===== config.mk =====
export PLATFORM = sky130hd
export DESIGN_NAME = eviction_write_buffer
export DESIGN_NICKNAME = d
export VERILOG_FILES = /design/src/rtl/ewb_pkg.sv /design/src/rtl/ewb_entry_array.sv /design/src/rtl/eviction_write_buffer.sv
export SDC_FILE = /design/constraint.sdc
export NUM_CORES = 2
export LEC_CHECK = 0
export BUFFER_PORTS_ARGS = -buffer_cell sky130_fd_sc_hd__buf_2
export CAP_MARGIN = 20
export CORE_AREA = 5 5 427 429
export DETAILED_ROUTE_END_ITERATION = 12
export DIE_AREA = 0 0 432 434
export PLACE_DENSITY_LB_ADDON = 0.1
export SLEW_MARGIN = 30
export SYNTH_ARGS = -nofsm -noshare
export SYNTH_HDL_FRONTEND = slang
export SYNTH_SLANG_ARGS = --single-unit

===== constraint.sdc =====
create_clock -name clk -period 2.62 [get_ports clk]
set_input_delay 0.524 -clock clk [delete_from_list [all_inputs] [get_ports clk]]
set_output_delay 0.524 -clock clk [all_outputs]
set_load 0.01 [all_outputs]

===== src/rtl/ewb_pkg.sv =====
// Shared types and helpers for the dcache eviction write buffer.
package ewb_pkg;
  localparam int unsigned ADDR_W       = 32;
  localparam int unsigned S_OFFSET_DEF = 5;
  localparam int unsigned LINE_W       = 8 * (2 ** S_OFFSET_DEF);

  typedef logic [LINE_W-1:0] line_t;

  typedef enum logic [1:0] {U_IDLE, U_RESP, U_WAIT} u_state_t;
  typedef enum logic [1:0] {D_IDLE, D_READ, D_WRITE} d_state_t;

  function automatic int unsigned tag_width(input int unsigned s_offset);
    return ADDR_W - s_offset;
  endfunction
endpackage


===== src/rtl/ewb_entry_array.sv =====
// Circular FIFO of buffered dirty lines with parallel tag lookup.
module ewb_entry_array
  import ewb_pkg::*;
#(
  parameter int unsigned DEPTH  = 2,
  parameter int unsigned TAG_W  = 27,
  parameter int unsigned LINE_BITS = 256,
  localparam int unsigned PTR_W = (DEPTH > 1) ? $clog2(DEPTH) : 1,
  localparam int unsigned CNT_W = $clog2(DEPTH + 1)
) (
  input  logic                 clk,
  input  logic                 reset_n,
  input  logic [TAG_W-1:0]     tag,
  input  logic [LINE_BITS-1:0] wr_data,
  input  logic                 in_flight,
  input  logic                 enq,
  input  logic                 merge,
  input  logic                 pop,
  output logic                 hit,
  output logic                 hit_in_flight,
  output logic [LINE_BITS-1:0] hit_data,
  output logic [TAG_W-1:0]     head_tag,
  output logic [LINE_BITS-1:0] head_data,
  output logic                 full,
  output logic                 empty
);
  logic [DEPTH-1:0]     valid;
  logic [TAG_W-1:0]     tag_q  [DEPTH];
  logic [LINE_BITS-1:0] data_q [DEPTH];
  logic [PTR_W-1:0]     head, tail, hit_idx, idx_new;
  logic [CNT_W-1:0]     count, count_nxt;
  logic                 hit_new, hit_head_fl;

  function automatic logic [PTR_W-1:0] ptr_inc(input logic [PTR_W-1:0] p);
    return (p == PTR_W'(DEPTH - 1)) ? '0 : p + PTR_W'(1);
  endfunction

  // A newer copy of the draining line wins over the in-flight head.
  always_comb begin
    hit_new = 1'b0;
    idx_new = '0;
    for (int unsigned i = 0; i < DEPTH; i++) begin
      if (valid[i] && tag_q[i] == tag && !(in_flight && PTR_W'(i) == head)) begin
        hit_new = 1'b1;
        idx_new = PTR_W'(i);
      end
    end
    hit_head_fl   = in_flight && valid[head] && tag_q[head] == tag;
    hit           = hit_new || hit_head_fl;
    hit_in_flight = !hit_new && hit_head_fl;
    hit_idx       = hit_new ? idx_new : head;
  end

  assign hit_data  = data_q[hit_idx];
  assign head_tag  = tag_q[head];
  assign head_data = data_q[head];
  assign full      = (count == CNT_W'(DEPTH));
  assign count_nxt = count + CNT_W'(enq) - CNT_W'(pop);

  always_ff @(posedge clk or negedge reset_n) begin
    if (!reset_n) begin
      valid <= '0;
      head  <= '0;
      tail  <= '0;
      count <= '0;
      empty <= 1'b1;
      for (int unsigned i = 0; i < DEPTH; i++) begin
        tag_q[i]  <= '0;
        data_q[i] <= '0;
      end
    end else begin
      if (pop) begin
        valid[head] <= 1'b0;
        head        <= ptr_inc(head);
      end
      if (enq) begin
        valid[tail]  <= 1'b1;
        tag_q[tail]  <= tag;
        data_q[tail] <= wr_data;
        tail         <= ptr_inc(tail);
      end
      if (merge) data_q[hit_idx] <= wr_data;
      count <= count_nxt;
      empty <= (count_nxt == '0);
    end
  end
endmodule


===== src/rtl/eviction_write_buffer.sv =====
// Dirty-line write buffer between dcache and memory arbiter; fills bypass queued writebacks.
module eviction_write_buffer
  import ewb_pkg::*;
#(
  parameter int unsigned S_OFFSET = S_OFFSET_DEF,
  parameter int unsigned DEPTH    = 2,
  localparam int unsigned LINE_BITS = 8 * (2 ** S_OFFSET),
  localparam int unsigned TAG_W     = tag_width(S_OFFSET)
) (
  input  logic                 clk,
  input  logic                 reset_n,
  input  logic [LINE_BITS-1:0] line_i,
  input  logic [31:0]          address_i,
  input  logic                 read_i,
  input  logic                 write_i,
  output logic [LINE_BITS-1:0] line_o,
  output logic                 resp_o,
  output logic [LINE_BITS-1:0] dn_line_o,
  output logic [31:0]          dn_addr_o,
  output logic                 dn_read_o,
  output logic                 dn_write_o,
  input  logic [LINE_BITS-1:0] dn_line_i,
  input  logic                 dn_resp_i,
  output logic                 empty_o
);
  u_state_t u_state, u_nxt;
  d_state_t d_state, d_nxt;

  logic [TAG_W-1:0]     req_tag, fill_tag, head_tag;
  logic [LINE_BITS-1:0] hit_data, head_data;
  logic hit, hit_in_flight, full, empty;
  logic enq, merge, pop, load_hit, load_fill, post_fill;
  logic unused_offset;

  assign req_tag       = address_i[31:S_OFFSET];
  assign unused_offset = ^address_i[S_OFFSET-1:0];

  ewb_entry_array #(
    .DEPTH(DEPTH), .TAG_W(TAG_W), .LINE_BITS(LINE_BITS)
  ) u_entries (
    .clk(clk), .reset_n(reset_n), .tag(req_tag), .wr_data(line_i),
    .in_flight(d_state == D_WRITE), .enq(enq), .merge(merge), .pop(pop),
    .hit(hit), .hit_in_flight(hit_in_flight), .hit_data(hit_data),
    .head_tag(head_tag), .head_data(head_data), .full(full), .empty(empty)
  );

  always_ff @(posedge clk or negedge reset_n) begin
    if (!reset_n) begin
      u_state <= U_IDLE;
      d_state <= D_IDLE;
    end else begin
      u_state <= u_nxt;
      d_state <= d_nxt;
    end
  end

  // Upstream: hits and writes complete locally, misses hand a fill to the downstream FSM.
  always_comb begin
    u_nxt     = u_state;
    enq       = 1'b0;
    merge     = 1'b0;
    load_hit  = 1'b0;
    load_fill = 1'b0;
    post_fill = 1'b0;
    unique case (u_state)
      U_IDLE: begin
        if (read_i) begin
          if (hit) begin
            load_hit = 1'b1;
            u_nxt    = U_RESP;
          end else begin
            post_fill = 1'b1;
            u_nxt     = U_WAIT;
          end
        end else if (write_i) begin
          if (hit && !hit_in_flight) begin
            merge = 1'b1;
            u_nxt = U_RESP;
          end else if (!full) begin
            enq   = 1'b1;
            u_nxt = U_RESP;
          end
        end
      end
      U_RESP: u_nxt = U_IDLE;
      U_WAIT: begin
        if (d_state == D_READ && dn_resp_i) begin
          load_fill = 1'b1;
          u_nxt     = U_RESP;
        end
      end
      default: u_nxt = U_IDLE;
    endcase
  end

  // Downstream: a waiting fill beats the next drain; a started drain always completes.
  always_comb begin
    d_nxt = d_state;
    pop   = 1'b0;
    unique case (d_state)
      D_IDLE: begin
        if (u_state == U_WAIT) d_nxt = D_READ;
        else if (!empty)       d_nxt = D_WRITE;
      end
      D_READ:  if (dn_resp_i) d_nxt = D_IDLE;
      D_WRITE: begin
        if (dn_resp_i) begin
          pop   = 1'b1;
          d_nxt = D_IDLE;
        end
      end
      default: d_nxt = D_IDLE;
    endcase
  end

  always_ff @(posedge clk or negedge reset_n) begin
    if (!reset_n) begin
      resp_o   <= 1'b0;
      line_o   <= '0;
      fill_tag <= '0;
    end else begin
      resp_o <= (u_nxt == U_RESP);
      if (load_hit)       line_o <= hit_data;
      else if (load_fill) line_o <= dn_line_i;
      if (post_fill) fill_tag <= req_tag;
    end
  end

  // Downstream request decoded from registered state and entry storage only.
  always_comb begin
    dn_read_o  = 1'b0;
    dn_write_o = 1'b0;
    dn_addr_o  = '0;
    dn_line_o  = '0;
    if (d_state == D_READ) begin
      dn_read_o = 1'b1;
      dn_addr_o = {fill_tag, {S_OFFSET{1'b0}}};
    end else if (d_state == D_WRITE) begin
      dn_write_o = 1'b1;
      dn_addr_o  = {head_tag, {S_OFFSET{1'b0}}};
      dn_line_o  = head_data;
    end
  end

  assign empty_o = empty;

  a_no_rd_wr: assert property (@(posedge clk) disable iff (!reset_n) !(read_i && write_i));
endmodule


=== Yosys cells after proc, flatten, opt, wreduce, memory -nomap -nowiden ===
Cells that the tools add are included.

* $add $sub $neg: 4
* Magnitude comparators: 9
* Eq/ne operators: 10
* Mux-type cells: 73
* Bitwise gates (word level): 7
* Reduce and logical (&&, ||, !) cells: 26

{| class="wikitable"
|+ Operators with widths
! cell !! number
|-
| $mux W256 || 12
|-
| $bwmux W512 || 2
|-
| $mux W512 || 2
|-
| $demux W256 S1 || 2
|-
| $mux W27 || 4
|-
| $eq A27 B27 Y1 || 3
|-
| $mux W32 || 2
|-
| $bwmux W54 || 1
|-
| $mux W1 || 32
|-
| $demux W27 S1 || 1
|-
| $mux W2 || 11
|-
| $logic_and A1 B1 Y1 || 15
|-
| $pmux W2 S2 || 2
|-
| $eq A2 B2 Y1 const B || 3
|-
| $ge A2 B2 Y1 const B || 3
|-
| $logic_not A2 Y1 || 3
|-
| $not A1 Y2 || 3
|-
| $eq A2 B1 Y1 const B || 2
|-
| $logic_not A1 Y1 || 4
|-
| $lt A1 B2 Y1 const B || 2
|-
| $lt A2 B1 Y1 const B || 2
|-
| $ne A3 B3 Y1 const B || 1
|-
| $add A1 B1 Y1 const B || 2
|-
| $add A2 B1 Y2 || 1
|-
| other kinds (12) || 14
|}

* Bits in registers: 861
* Input port bits: 549

=== Longest topological paths before layout ===
* Word-level depth: 17
* Gate-level depth with buffers: 12
* Gate-level depth less buffers: 11

=== Cells and area by module ===
A second synthesis with hierarchy kept.

* Cell total of the unflattened synthesis: 5171
* Area total of the unflattened synthesis: 52527.9 µm²

{| class="wikitable"
|+ Modules (own cells, without submodules)
! module !! instances !! cells each !! area an instance (µm²)
|-
| ewb_entry_array || 1 || 3586 || 37033.0
|-
| eviction_write_buffer || 1 || 1585 || 15494.9
|}

=== Worst setup path before layout ===
Ideal clock, no wire load.

* Kind: register to register
* Start point: register d_state[0]
* End point: register u_entries.tag_q[34] in the netlist's numbering
* Arrival time: 2778 ps
* Path slack: -283 ps
* Stages on the path, launching flop included: 13
* Period minus slack after synthesis: 2903 ps
* Path through: dfrtp_1 > inv_1 > ha_1 > a21boi_0 > nand4_1 > or4b_1 > or3_4 > and4_4 > buf_6 > nor2b_4 > buf_6 > buf_12 > mux2_4

* Longest elaborated chain between the ends: 14

{| class="wikitable"
|+ RTL lines
! element !! line !! text
|-
| start, declared || eviction_write_buffer.sv:27 || <nowiki>d_state_t d_state, d_nxt;</nowiki>
|-
| start signal, assigned || eviction_write_buffer.sv:53 || <nowiki>d_state <= d_nxt;</nowiki>
|-
| $eq A2 B2 Y1 * || eviction_write_buffer.sv:42 || <nowiki>.in_flight(d_state == D_WRITE), .enq(enq), .merge(merge), .pop(pop),</nowiki>
|-
| $logic_and A1 B1 Y1 || ewb_entry_array.sv:43 || <nowiki>if (valid[i] && tag_q[i] == tag && !(in_flight && PTR_W'(i) == head)) begin</nowiki>
|-
| $logic_not A1 Y1 || ewb_entry_array.sv:43 ||
|-
| $logic_and A1 B1 Y1 || ewb_entry_array.sv:43 ||
|-
| $mux W1 (2 in series) || ewb_entry_array.sv:43 ||
|-
| $logic_not A1 Y1 || ewb_entry_array.sv:50 || <nowiki>hit_in_flight = !hit_new && hit_head_fl;</nowiki>
|-
| $logic_and A1 B1 Y1 || ewb_entry_array.sv:50 ||
|-
| $logic_not A1 Y1 || eviction_write_buffer.sv:76 || <nowiki>if (hit && !hit_in_flight) begin</nowiki>
|-
| $logic_and A1 B1 Y1 * || eviction_write_buffer.sv:76 ||
|-
| $mux W1 * || eviction_write_buffer.sv:76 ||
|-
| $mux W1 * || eviction_write_buffer.sv:75 || <nowiki>end else if (write_i) begin</nowiki>
|-
| $mux W1 * || eviction_write_buffer.sv:67 || <nowiki>if (read_i) begin</nowiki>
|-
| $mux W1 * || eviction_write_buffer.sv:65 || <nowiki>unique case (u_state)</nowiki>
|-
| end signal, assigned by index || ewb_entry_array.sv:78 || <nowiki>tag_q[tail] <= tag;</nowiki>
|-
| end, declared || ewb_entry_array.sv:28 || <nowiki>logic [TAG_W-1:0] tag_q [DEPTH];</nowiki>
|}

Mark *: on every way between the ends. The rest lies on a longest branch, timed or not.
A chain may end at the register's enable or synchronous reset.

=== Worst setup path in the final report ===
* Start point: register u_entries.head
* End point: output dn_line_o[136]

* Longest elaborated chain between the ends: 6

{| class="wikitable"
|+ RTL lines
! element !! line !! text
|-
| start, declared || ewb_entry_array.sv:30 || <nowiki>logic [PTR_W-1:0] head, tail, hit_idx, idx_new;</nowiki>
|-
| start signal, assigned || ewb_entry_array.sv:74 || <nowiki>head <= ptr_inc(head);</nowiki>
|-
| $not A1 Y2 (implied by the code) || ewb_entry_array.sv:56 || <nowiki>assign head_data = data_q[head];</nowiki>
|-
| $mux W256 (implied by the code) (3 in series) || ewb_entry_array.sv:56 ||
|-
| $mux W256 || eviction_write_buffer.sv:138 || <nowiki>end else if (d_state == D_WRITE) begin</nowiki>
|-
| $mux W256 || eviction_write_buffer.sv:135 || <nowiki>if (d_state == D_READ) begin</nowiki>
|-
| end, declared || eviction_write_buffer.sv:18 || <nowiki>output logic [LINE_BITS-1:0] dn_line_o,</nowiki>
|}

Every way passes these cells. The select of a mux whose other input is x is not followed.

==> impl_metrics.env <==
export IMPL_setup_slack_ns=-0.559
export IMPL_syn_area_sq_um=42700
export IMPL_maxSlewHeadroom_pct=50.4
export IMPL_fin_hold_ws_ns=0.0894
export IMPL_fmax_mhz=315
export IMPL_post_route_util_pct=37.0
export IMPL_clk_pin_slew_ns=0.06
export IMPL_cts_tree="yes"
export IMPL_postSynthCellCount=3244
export IMPL_final_cell_mix="mux2i_1, buf_2, dfrtp_1"
export IMPL_finClkSkew_ns=0.0256
export IMPL_status="finished with violations"
export IMPL_clkSinkCount=861
export IMPL_crit_top_cell="buf_4"
export IMPL_cp_end_kind="primary output"
export IMPL_synth_edf_count=0
export IMPL_placed_area_sq_um=53800
export IMPL_dr_pass1_iters=5
export IMPL_fp_dieW_um=432
export IMPL_final_area_sq_um=65800
export IMPL_reg2reg_slack_ns=-0.52
export IMPL_antenna_found_initial=43
export IMPL_cp_slowest_stage_delay_ns=0.51
export IMPL_synth_top_flop_cell="dfrtp_1"
export IMPL_grt_pass1_wl_um=265000
export IMPL_drc=0
export IMPL_grt_pass1_vias=36100
export IMPL_power_density_nw_per_um2=1230
export IMPL_critical_path_required_ns=2.10
export IMPL_slew_viol_final=0
export IMPL_core_sq_um=178000
export IMPL_setup_viol=1140
export IMPL_routed_wl_um=198000
export IMPL_vias=33300
export IMPL_leakagePower_nw=34.5
export IMPL_crit_start="u_entries.head"
export IMPL_ios=1097
export IMPL_dpl_hpwl_um=141000
export IMPL_violations="setup timing"
export IMPL_overflow=0
export IMPL_dieArea_sq_um=187000
export IMPL_cp_data_arrival_time_ns=2.66
export IMPL_ys_ff_latch=861
export IMPL_fill_cells=17800
export IMPL_antenna_left=0
export IMPL_worst_pin_slew_ns=0.744
export IMPL_fin_nets=5623
export IMPL_ys_types=41
export IMPL_initial_core_util_pct=24.0
export IMPL_vias_per_cell=4.42
export IMPL_whs_path_depth=3
export IMPL_worstHoldStart="dn_line_i[71]"
export IMPL_die_h_um=434
export IMPL_rsz0062_at_grt="yes"
export IMPL_dp_worst_setup_slack_ns=-0.682
export IMPL_ir_drop_mv=0.554
export IMPL_port_buffers=1086
export IMPL_finalCritPeriodShare_pct=121
export IMPL_crit_fanout=8
export IMPL_cts_root_buf="clkbuf_16"
export IMPL_finalCriticalPeriod_ns=3.18
export IMPL_ff2ff_path_depth=15
export IMPL_min_to="line_o[71]"
export IMPL_slowest_stage="dfrtp_4"
export IMPL_cp_cell_sequence="buf_4, buf_4, buf_16, buf_12, buf_4, clkbuf_16, mux2i_1, nor2_1, buf_2"
export IMPL_start_kind="flip-flop"
export IMPL_rr_endpoint="line_o[217]"
export IMPL_synth_warning_count=0
export IMPL_hold_viol_final=0
export IMPL_cap_violations=0
export IMPL_first_iter_violations=1457
export IMPL_worstSetupPathType="reg2out"
export IMPL_htree_num_levels=3
export IMPL_gp_congestion=0.813
export IMPL_rows=155
export IMPL_timing_rr_start="d_state[1]"
export IMPL_synth_avg_cell_area_sq_um=13.2
export IMPL_clk_path_buf_depth=3
export IMPL_grt_max_degree=91
export IMPL_cts_inserted_buffers=108
export IMPL_layout_commonest_cell="mux2i_1"
export IMPL_grtUsageTotal_pct=19.4
export IMPL_synthToLayoutAreaGrowth_pct=54.0
export IMPL_hold_path_class="in2reg"
export IMPL_cp_num_buf_inv=7
export IMPL_yosysSeqAreaShare_pct=50.5
export IMPL_async_flop_share_pct=100
export IMPL_critPathTopFamily="buffers and inverters"
export IMPL_layout_drive_gt1_share_pct=50.2
export IMPL_routedWlPerCell_um=26.2
export IMPL_clk_latency_ns=0.74
==> what timing repair did <==
item	CTS	global route
hold endpoints to repair	570	0
endpoints found under the setup margin	1141	1141
hold buffers	315	0
gates cloned	21	42
buffers inserted	29	66
pin swaps	35	44
gates resized for setup	330	392
==> Yosys cell counts, drive strengths merged (5+ instances only) <==
cell type	instances	area share, %
inv	5	0.044
xnor2	51	1.1
nor2	264	2.3
buf	153	2.3
nand2	41	0.37
nand4	13	0.19
dfrtp	860	50
o21ai	31	0.36
nor4	16	0.23
ha	5	0.15
nand2b	5	0.073
xor2	34	0.70
mux2i	1051	25
mux2	594	16
clkbuf	95	0.84
==> through the flow <==
| stage | instances | power (mW) | TNS, ns |
|---|---|---|---|
| 2_1_floorplan | 3248 | 42.1 | -5.26 |
| 3_3_place_gp | 6850 | 58.2 | -505.15 |
| 3_5_place_dp | 6850 | 58.5 | -483.41 |
| 4_1_cts | 7408 | 78.3 | -485.08 |
| 5_1_grt | 7532 | 85.6 | -523.13 |
| 6_report | 7533 | 80.9 | -397.74 |
==> registers in the layout, summed over array words and instances (netlist names) <==
name              count
u_entries.count       2
u_entries.empty       1
resp_o                1
u_state               2
u_entries.data_q    512
fill_tag             27
u_entries.tail        1
u_entries.valid       2
u_entries.head        1
line_o              256
d_state               2
u_entries.tag_q      54
==> worst max-delay path by stage <==
stage	to	slack (ns)	cells after the start
2_1_floorplan	u_entries.tag_q[34]	-0.14	11
3_5_place_dp	line_o[87]	-0.68	13
4_1_cts	dn_line_o[188]	-0.56	7
6_report	dn_line_o[136]	-0.56	9
3_3_place_gp	line_o[87]	-0.69	13
5_1_grt	line_o[221]	-0.66	16
==> kinds of logic after synthesis <==
| kind of cell | synth area share (%) |
|---|---|
| simple gates | 3.48 |
| buf+inv | 3.16 |
| flops | 50.5 |
| mux | 40.5 |
| fa+ha+maj | 0.147 |
| xor+xnor | 1.80 |
| compound gates | 0.463 |
| other cells | 0.00878 |
==> power breakdown <==
group	internal, mW	switching [mW]	leakage [nW]	total, mW
clock network	9.11	6.18	1.77	15.3
logic	20.8	20.0	22.2	40.9
registers	19.9	4.90	10.5	24.8
==> layer usage <==
metal / share of wire (%) / track usage [%]
met5: 0.013 / 0
met4: 3.1 / 6.80
met3: 4.9 / 4.07
met2: 50 / 33.1
met1: 43 / 24.2
==> final cells by class <==
| class | instances | area (sq um) | area share [%] |
|---|---|---|---|
| Tap cell | 2355 | 2950 | 4.48 |
| Timing Repair Buffer | 1959 | 16300 | 24.7 |
| Sequential cell | 861 | 21600 | 32.8 |
| Multi-Input combinational cell | 2134 | 21300 | 32.4 |
| Clock inverter | 20 | 265 | 0.403 |
| Clock buffer | 176 | 3330 | 5.07 |
| Antenna cell | 23 | 57.6 | 0.0875 |
| Inverter | 5 | 21.3 | 0.0324 |
==> worst reg2reg max path: stages, from the launching register on <==
cell and delay, ns:
dfrtp_1 0.39, buf_6 0.12, ha_4 0.17, buf_6 0.13, buf_6 0.12, a21boi_4 0.14
nand4_1 0.09, or4b_1 0.48, or3_4 0.38, nand2_2 0.11, a31oi_4 0.12, buf_6 0.16
clkbuf_16 0.17, buf_12 0.16, buf_12 0.15, mux2i_1 0.12
Power figures use the tool's default switching activity.
